### src/rtl/alu_iter.sv
// rtl/alu_iter.sv - handshaked ALU with bit-serial shifts
// Optional ALU_ITER_SLTU_EN adds unsigned less-than on opcode 1010.
module alu_iter #(
    parameter int WIDTH = 32
) (
    input  logic             clk,
    input  logic             rst_n,
    input  logic             in_valid,
    output logic             in_ready,
    input  logic [3:0]       opcode,
    input  logic [WIDTH-1:0] operand_0,
    input  logic [WIDTH-1:0] operand_1,
    output logic             out_valid,
    input  logic             out_ready,
    output logic [WIDTH-1:0] result,
    output logic             illegal_op
);
    localparam int SW = $clog2(WIDTH);

    localparam logic [3:0] OP_ADD  = 4'b0000;
    localparam logic [3:0] OP_SUB  = 4'b0001;
    localparam logic [3:0] OP_AND  = 4'b0010;
    localparam logic [3:0] OP_OR   = 4'b0011;
    localparam logic [3:0] OP_XOR  = 4'b0100;
    localparam logic [3:0] OP_SLL  = 4'b0110;
    localparam logic [3:0] OP_SRL  = 4'b0111;
    localparam logic [3:0] OP_SRA  = 4'b1000;
    localparam logic [3:0] OP_SLT  = 4'b1001;
`ifdef ALU_ITER_SLTU_EN
    localparam logic [3:0] OP_SLTU = 4'b1010;
`endif

    typedef enum logic [1:0] {IDLE, SHIFT, DONE} state_t;

    state_t          state_q, state_d;
    logic [3:0]      op_q, op_d;
    logic [WIDTH-1:0] work_q, work_d;
    logic [SW-1:0]   cnt_q, cnt_d;
    logic            illegal_q, illegal_d;

    logic [SW-1:0]   amount;
    assign amount = operand_1[SW-1:0];

    always_ff @(posedge clk or negedge rst_n) begin
        if (!rst_n) begin
            state_q   <= IDLE;
            op_q      <= 4'b0000;
            work_q    <= '0;
            cnt_q     <= '0;
            illegal_q <= 1'b0;
        end else begin
            state_q   <= state_d;
            op_q      <= op_d;
            work_q    <= work_d;
            cnt_q     <= cnt_d;
            illegal_q <= illegal_d;
        end
    end

    always_comb begin
        state_d   = state_q;
        op_d      = op_q;
        work_d    = work_q;
        cnt_d     = cnt_q;
        illegal_d = illegal_q;
        case (state_q)
            IDLE: begin
                if (in_valid) begin
                    op_d      = opcode;
                    illegal_d = 1'b0;
                    state_d   = DONE;
                    case (opcode)
                        OP_ADD:  work_d = operand_0 + operand_1;
                        OP_SUB:  work_d = operand_0 - operand_1;
                        OP_AND:  work_d = operand_0 & operand_1;
                        OP_OR:   work_d = operand_0 | operand_1;
                        OP_XOR:  work_d = operand_0 ^ operand_1;
                        OP_SLT:  work_d = {{(WIDTH-1){1'b0}}, $signed(operand_0) < $signed(operand_1)};
`ifdef ALU_ITER_SLTU_EN
                        OP_SLTU: work_d = {{(WIDTH-1){1'b0}}, operand_0 < operand_1};
`endif
                        OP_SLL, OP_SRL, OP_SRA: begin
                            // Zero-amount shifts bypass SHIFT and return operand_0 directly
                            work_d = operand_0;
                            cnt_d  = amount;
                            if (amount != '0) begin
                                state_d = SHIFT;
                            end
                        end
                        default: begin
                            work_d    = '0;
                            illegal_d = 1'b1;
                        end
                    endcase
                end
            end
            SHIFT: begin
                case (op_q)
                    OP_SLL:  work_d = {work_q[WIDTH-2:0], 1'b0};
                    OP_SRL:  work_d = {1'b0, work_q[WIDTH-1:1]};
                    default: work_d = {work_q[WIDTH-1], work_q[WIDTH-1:1]};
                endcase
                cnt_d = cnt_q - SW'(1);
                if (cnt_q == SW'(1)) begin
                    state_d = DONE;
                end
            end
            DONE: begin
                if (out_ready) begin
                    state_d = IDLE;
                end
            end
            default: state_d = IDLE;
        endcase
    end

    assign in_ready   = (state_q == IDLE);
    assign out_valid  = (state_q == DONE);
    assign result     = work_q;
    assign illegal_op = illegal_q;
endmodule

### config.mk
export PLATFORM = sky130hd
export DESIGN_NAME = alu_iter
export DESIGN_NICKNAME = d
export VERILOG_FILES = /design/src/rtl/alu_iter.sv
export SDC_FILE = /design/constraint.sdc
export NUM_CORES = 1
export LEC_CHECK = 0
export CAP_MARGIN = 30
export CELL_PAD_IN_SITES_DETAIL_PLACEMENT = 0
export CELL_PAD_IN_SITES_GLOBAL_PLACEMENT = 2
export CORE_UTILIZATION = 32
export DETAILED_ROUTE_END_ITERATION = 6
export GPL_TIMING_DRIVEN = 0
export HOLD_SLACK_MARGIN = 0.03
export PLACE_DENSITY = 0.82
export REMOVE_ABC_BUFFERS = 1
export SETUP_SLACK_MARGIN = 0.2
export SLEW_MARGIN = 20
export SYNTH_ARGS = -nofsm -noshare
export SYNTH_HDL_FRONTEND = slang
export SYNTH_SLANG_ARGS = --single-unit
### constraint.sdc
create_clock -name clk -period 2.42 [get_ports clk]
set_input_delay 0.242 -clock clk [delete_from_list [all_inputs] [get_ports clk]]
set_output_delay 0.242 -clock clk [all_outputs]
set_load 0.005 [all_outputs]
==> run metrics, run 1 <==
setup TNS=-2.47 ns; first-pass GRT wire length=approximately 49,000 um; final wirelength=~32,000 um; Worst-Margin Slew=between 0.8 and 0.9 ns; Synth area leaders=ha_1 (19%), dfrtp_1 (14%), a21oi_1 (9.1%), nand2_1 (6.1%), o21ai_0 (4.4%); failing checks=negative setup slack; Synth top area share=a little under a fifth; RSZ-0062 raised after global routing=true; Global Route Usage Sum=25.7%; clk buf depth=2; vias per cell=approximately 5.7; vias=roughly 8,900; die area=24,600 um2; CTS buffer count=5; final-report max-slew violation count=0; FFs w/ async S/R, synth=between 90% and 100%; met2 WL=14,800 um; Die Ht=between 150 and 200 um; CTS tree=built; Final period util=113%; initial antenna violation count=0; max-cap violation count=0; Hold Path Class=in2reg; 1st-pass router iterations=6; Yosys warnings=0; Synth Instances=1,076; Slew HR=40.9%; DR WL/cell=slightly above 20 um; Boundary Pins=roughly 110; crit path to=result[20]; Data arrival, critical path=just under 3 ns; GR Overflow Total=0; RR Startpoint=state_q[1]; row count=56; Layout area overhead=47.0%; CP startpoint=operand_0[0]; hpwl dp=~22,000 um; Top FF cell, synth=dfrtp_1; number of synthesized register bits=44; Core ar.=between 20,000 and 25,000 um2; Antenna Cells=0; Reg clk slew, reported paths=around 0.08 ns; Iter 0 DRT Violations=about 600; Worst setup SP type=input pin; most frequent cells after synthesis=a21oi_1 (140), nand2_1 (125), ha_1 (115); kind of critical path=in2reg; Met3 Wirelength=1830 um; Syn Std Cell Area=around 7700 um2; worst-path maximum fanout=5; H-tree levels=2; hold depth=3; final core utilization=48.0%; max frequency=364 MHz; Cell variety after synth=81; Final ANT Viol Nets=0; final worst slack=-0.325 ns; highest metal used=met4; Final #Nets=roughly 1,400; EDFF count, synth=0; Metal-1 WL=14,400 um; FF-to-FF path depth=8; Worst EP required=approximately 2.6 ns; count leader, synth=a21oi_1; Worst Skew=between 0.006 and 0.007 ns; leakage=roughly 0.0047 uW; layout filler cell count=approximately 2,300; Starting Density=between 30% and 40%; Reg-to-Reg End=result[31]; Clock Latency Late Sink=0.31 ns; status=complete, but fails checks; root buffer cell=clkbuf_16; port buffer count=106; maximum vdd drop=0.429 mV; layout cells sized above 1=between 30% and 40%; CP Capture Type=register; minimum clock period=~2.7 ns; routability cong.=roughly 0.85; pwr dens=roughly 550 nW/um2; vias in the first global route=approximately 8,700; Die X-Extent=roughly 160 um; reg2reg setup slack=roughly 0.13 ns; CTS sink count=44; syn avg cell area=roughly 7.1 um2; area leader, netlist=ha_1; Final Hold Viols=0; post-synthesis sequential area ratio=~14%; Final Setup Violations=16; pin count of the biggest net entering global routing=45; # DRC=0
placed cells by master, fill, tap and decap left out, drive strengths merged, types with 8 or more instances in the layout:
master / Yosys / layout
buf: 14 / 158
a21oi: 142 / 142
nand2: 125 / 125
ha: 115 / 115
inv: 96 / 96
o21ai: 79 / 79
nor2: 76 / 76
clkdlybuf4s50: 0 / 50
dfrtp: 44 / 44
a221oi: 32 / 32
o211ai: 24 / 24
nor3: 18 / 18
xnor2: 16 / 16
nand2b: 16 / 16
o21bai: 15 / 15
nand3: 14 / 14
a21o: 13 / 13
nor2b: 13 / 13
o221ai: 13 / 13
a221o: 11 / 11
dlygate4sd2: 0 / 10
o22ai: 10 / 10
a31oi: 10 / 10
clkbuf: 50 / 9
and2: 8 / 8
cell families after synthesis:
group / count (synthesis) / share of synthesized area, %
flip-flops: 44 / 14.4
multiplexers: 10 / 1.37
adder cells (fa/ha/maj): 117 / 19.3
AO/OA/AOI/OAI: 416 / 35.6
XOR/XNOR: 17 / 2.04
AND/OR/NAND/NOR: 311 / 19.1
buffers and inverters: 161 / 8.20
per-layer routing:
layer,vias to the layer above,track usage [%]
li1,4234,-
met1,4296,33.9
met2,301,43.0
met3,57,3.60
met4,0,7.56
met5,-,0
repair_timing:
action                                 4_1_cts  5_1_grt
hold buffers                                 1        0
pin swaps                                  104       55
setup endpoints to repair                   34       27
cloned                                       0        0
buffers inserted                            74       30
resized for setup                          431      110
endpoints found under the hold margin       44        0
power by group:
group	internal, uW	switching (uW)	total [uW]
logic	1830	2080	3900
clock network	414	389	803
registers	1060	403	1460
total	3300	2870	6170
worst max-delay path: stages:
cell and delay [ns]:
buf_8 0.09, buf_12 0.10, inv_6 0.03, ha_4 0.16, fa_2 0.37, nor2_4 0.13, o221ai_2 0.11, and3_4 0.17
o211ai_1 0.35, o221ai_2 0.25, o211ai_1 0.31, buf_4 0.16, o21a_1 0.12, mux2i_1 0.08, a21oi_2 0.19, o21ai_1 0.07
per-stage QoR:
step / hold slack [ns] / area, um2 / instances / setup WS (ns) / total power, uW
finish: 0.224 / 11300 / 1566 / -0.325 / 6170
CTS: 0.220 / 10700 / 1535 / -0.275 / 5910
global route: 0.257 / 11300 / 1566 / -0.460 / 6570
global placement: 0.459 / 8860 / 1437 / -6.65 / 4560
detailed placement: 0.332 / 9080 / 1452 / -1.62 / 4670
floorplan: -0.0536 / 7400 / 1012 / -1.49 / 3080
how the worst min path moves through the flow:
stage	endpoint	slack, ns	start
floorplan	cnt_q[0]	-0.05	rst_n
global placement	cnt_q[4]	0.46	cnt_q[4]
detailed placement	cnt_q[0]	0.33	rst_n
CTS	cnt_q[4]	0.22	operand_1[4]
global route	cnt_q[4]	0.26	operand_1[4]
finish	cnt_q[4]	0.22	operand_1[4]
flip-flops by register name, indices dropped and copies added (netlist names):
| signal | count |
|---|---|
| result | 32 |
| cnt_q | 5 |
| op_q | 4 |
| state_q | 2 |
| illegal_op | 1 |
layout make-up:
class,instances,area [um2],area share (%)
multi-input combinational,871,7040,62.5
timing repair buffer,227,2140,19.0
sequential,44,1100,9.77
inverter,97,433,3.84
tap,319,399,3.54
clock buffer,6,139,1.23
clock inverter,2,15.0,0.133
No activity file was read; power rests on OpenSTA's default activity.
==> run 2, diff against run 1 <==
CTS_CLUSTER_SIZE = 16   (was default)
clock period = 3.1 ns   (was 2.42 ns; I/O delays follow)
==> run metrics, run 2 (same netlist as run 1, synthesis figures left out) <==
Clock Latency Late Sink=0.31 ns (about the same); row count=56 (unchanged); Worst-Margin Slew=0.947 ns (+0.0636 ns); vias per cell=5.72 (+0.80%); DR WL/cell=20.5 um (+0.80%); CTS sink count=44 (unchanged); initial antenna violation count=0 (unchanged); Worst setup SP type=input pin; Reg clk slew, reported paths=0.08 ns (about the same); Final Total Pwr=4590 uW (-26%); Boundary Pins=107 (unchanged); Final ANT Viol Nets=0 (unchanged); routability cong.=0.855 (unchanged); reg2reg setup slack=0.59 ns (+0.46 ns); crit path to=result[30]; H-tree levels=2 (unchanged); minimum clock period=around 2.8 ns; Die X-Extent=157 um (unchanged); GR Overflow Total=0 (unchanged); leakage=0.00431 uW (-7.9%); final core utilization=44.0% (-4.0 points); Reg-to-Reg End=result[30]; pin count of the biggest net entering global routing=45 (unchanged); Final Setup Violations=0 (-16); root buffer cell=clkbuf_16; hpwl dp=22,200 um (unchanged); worst-path maximum fanout=8 (+3); status=finished, final reports clean; 1st-pass router iterations=5 (-1); Data arrival, critical path=2.99 ns (+0.07 ns); Antenna Cells=0 (unchanged); max frequency=about 360 MHz; CP startpoint=operand_1[24]; final wirelength=31,000 um (-2.5%); commonest non-fill, non-tap cells in the layout=a21oi_1 (128), nand2_1 (120), ha_1 (81); final-report max-slew violation count=0 (unchanged); maximum vdd drop=0.349 mV (-19%); Slew HR=36.6% (-4.3 points); first-pass GRT wire length=47,800 um (-2.2%); commonest non-fill, non-tap cell in the layout=a21oi_1; Final Hold Viols=0 (unchanged); RR Startpoint=state_q[1]; Post-Place Cells=1,452 (unchanged); # DRC=0 (unchanged); CTS tree=built; Iter 0 DRT Violations=638 (+6.0%); final std cells w/o fill=1,514 (-3.3%); max-cap violation count=0 (unchanged); FF-to-FF path depth=6 (-2); pwr dens=444 nW/um2 (-19%); Core ar.=23,500 um2 (unchanged); port buffer count=106 (unchanged); Largest register FFs=32 (unchanged); Worst EP required=3.28 ns (+0.68 ns); Die Ht=157 um (unchanged); hold buffers post-CTS=0 (-1); vias in the first global route=8,418 (-3.4%); layout filler cell count=2,432 (+3.9%); die area=24,600 um2 (unchanged); Cell Area, Placed=9080 um2 (unchanged); CTS buffer count=5 (unchanged); clk buf depth=2 (unchanged); fin area=10,300 um2 (-8.3%); setup TNS=0 ns (+2.47 ns); Hold Path Class=in2async; Layout area overhead=34.8%; Starting Density=32.6% (unchanged); CP Capture Type=register; Global Route Usage Sum=25.2% (-0.49 points); vias=8,662 (-2.5%); RSZ-0062 raised after global routing=true; Final period util=between 90% and 100%; layout cells sized above 1=22.2% (-8.9 points); kind of critical path=in2reg; Final #Nets=1,383 (-3.6%); Worst Skew=0.00873 ns (+0.00265 ns)
## run 2: changes by cell type in the layout (fill, tap and decap cells not counted), sizes merged
| cell | previous run | this run |
|---|---|---|
| buf | 158 | 79 |
| clkbuf | 9 | 21 |
| dlygate4sd2 | 10 | 17 |
| clkdlybuf4s15 | 5 | 9 |
| clkdlybuf4s50 | 50 | 53 |
| dlymetal6s2s | 0 | 2 |
| dlygate4sd3 | 1 | 0 |
## run 2: timing repair
action,CTS,global route
endpoints found under the setup margin,24,16
gates resized for setup,222,82
setup buffers,39,14
pin swaps,51,43
## run 2: layer usage
metal  part of all wire [%]  track usage (%)
met5                      0                0
met4                    1.8             6.30
met3                    5.5             3.21
met2                     47             42.1
met1                     46             33.9
## run 2: how the worst min path moves through the flow
stage,end,depth (start not counted)
floorplan,cnt_q[0],0
global placement,cnt_q[4],2
detailed placement,cnt_q[0],1
CTS,cnt_q[0],1
global route,result[3],1
finish,cnt_q[0],1
## run 2: cell type report
cell class                 instances  area, um2  share of cell area, %
clock buffer                       6        139                   1.34
clock inverter                     2       15.0                  0.145
inverter                          97        370                   3.58
multi-input combinational        871       6770                   65.5
sequential                        44       1100                   10.7
tap                              319        399                   3.86
timing repair buffer             175       1540                   14.9
## run 2: critical path, cell delays in order
cell and delay, ns:
clkdlybuf4s50_1 0.53, inv_1 0.11, ha_4 0.27, inv_2 0.12, o21bai_1 0.14, a31o_2 0.30, o41ai_4 0.28, nand3_2 0.16
a21oi_2 0.20, mux2i_1 0.19, o2bb2ai_1 0.10, a21oi_1 0.17, o211ai_1 0.09
## run 2: report_power, final
part / leakage (uW) / switching (uW) / internal (uW)
sequential: 0.000568 / 311 / 826
clock: 0.0000691 / 302 / 323
combinational: 0.00368 / 1550 / 1280
## run 2: metrics by stage
| stage | hold WS (ns) | setup slack (ns) |
|---|---|---|
| after detailed placement | 0.400 | -1.00 |
| after floorplan | 0.0144 | -0.883 |
| after global placement | 0.459 | -6.03 |
| final | 0.0508 | 0.288 |
| after CTS | 0.0701 | 0.201 |
| after global routing | 0.0911 | 0.0968 |
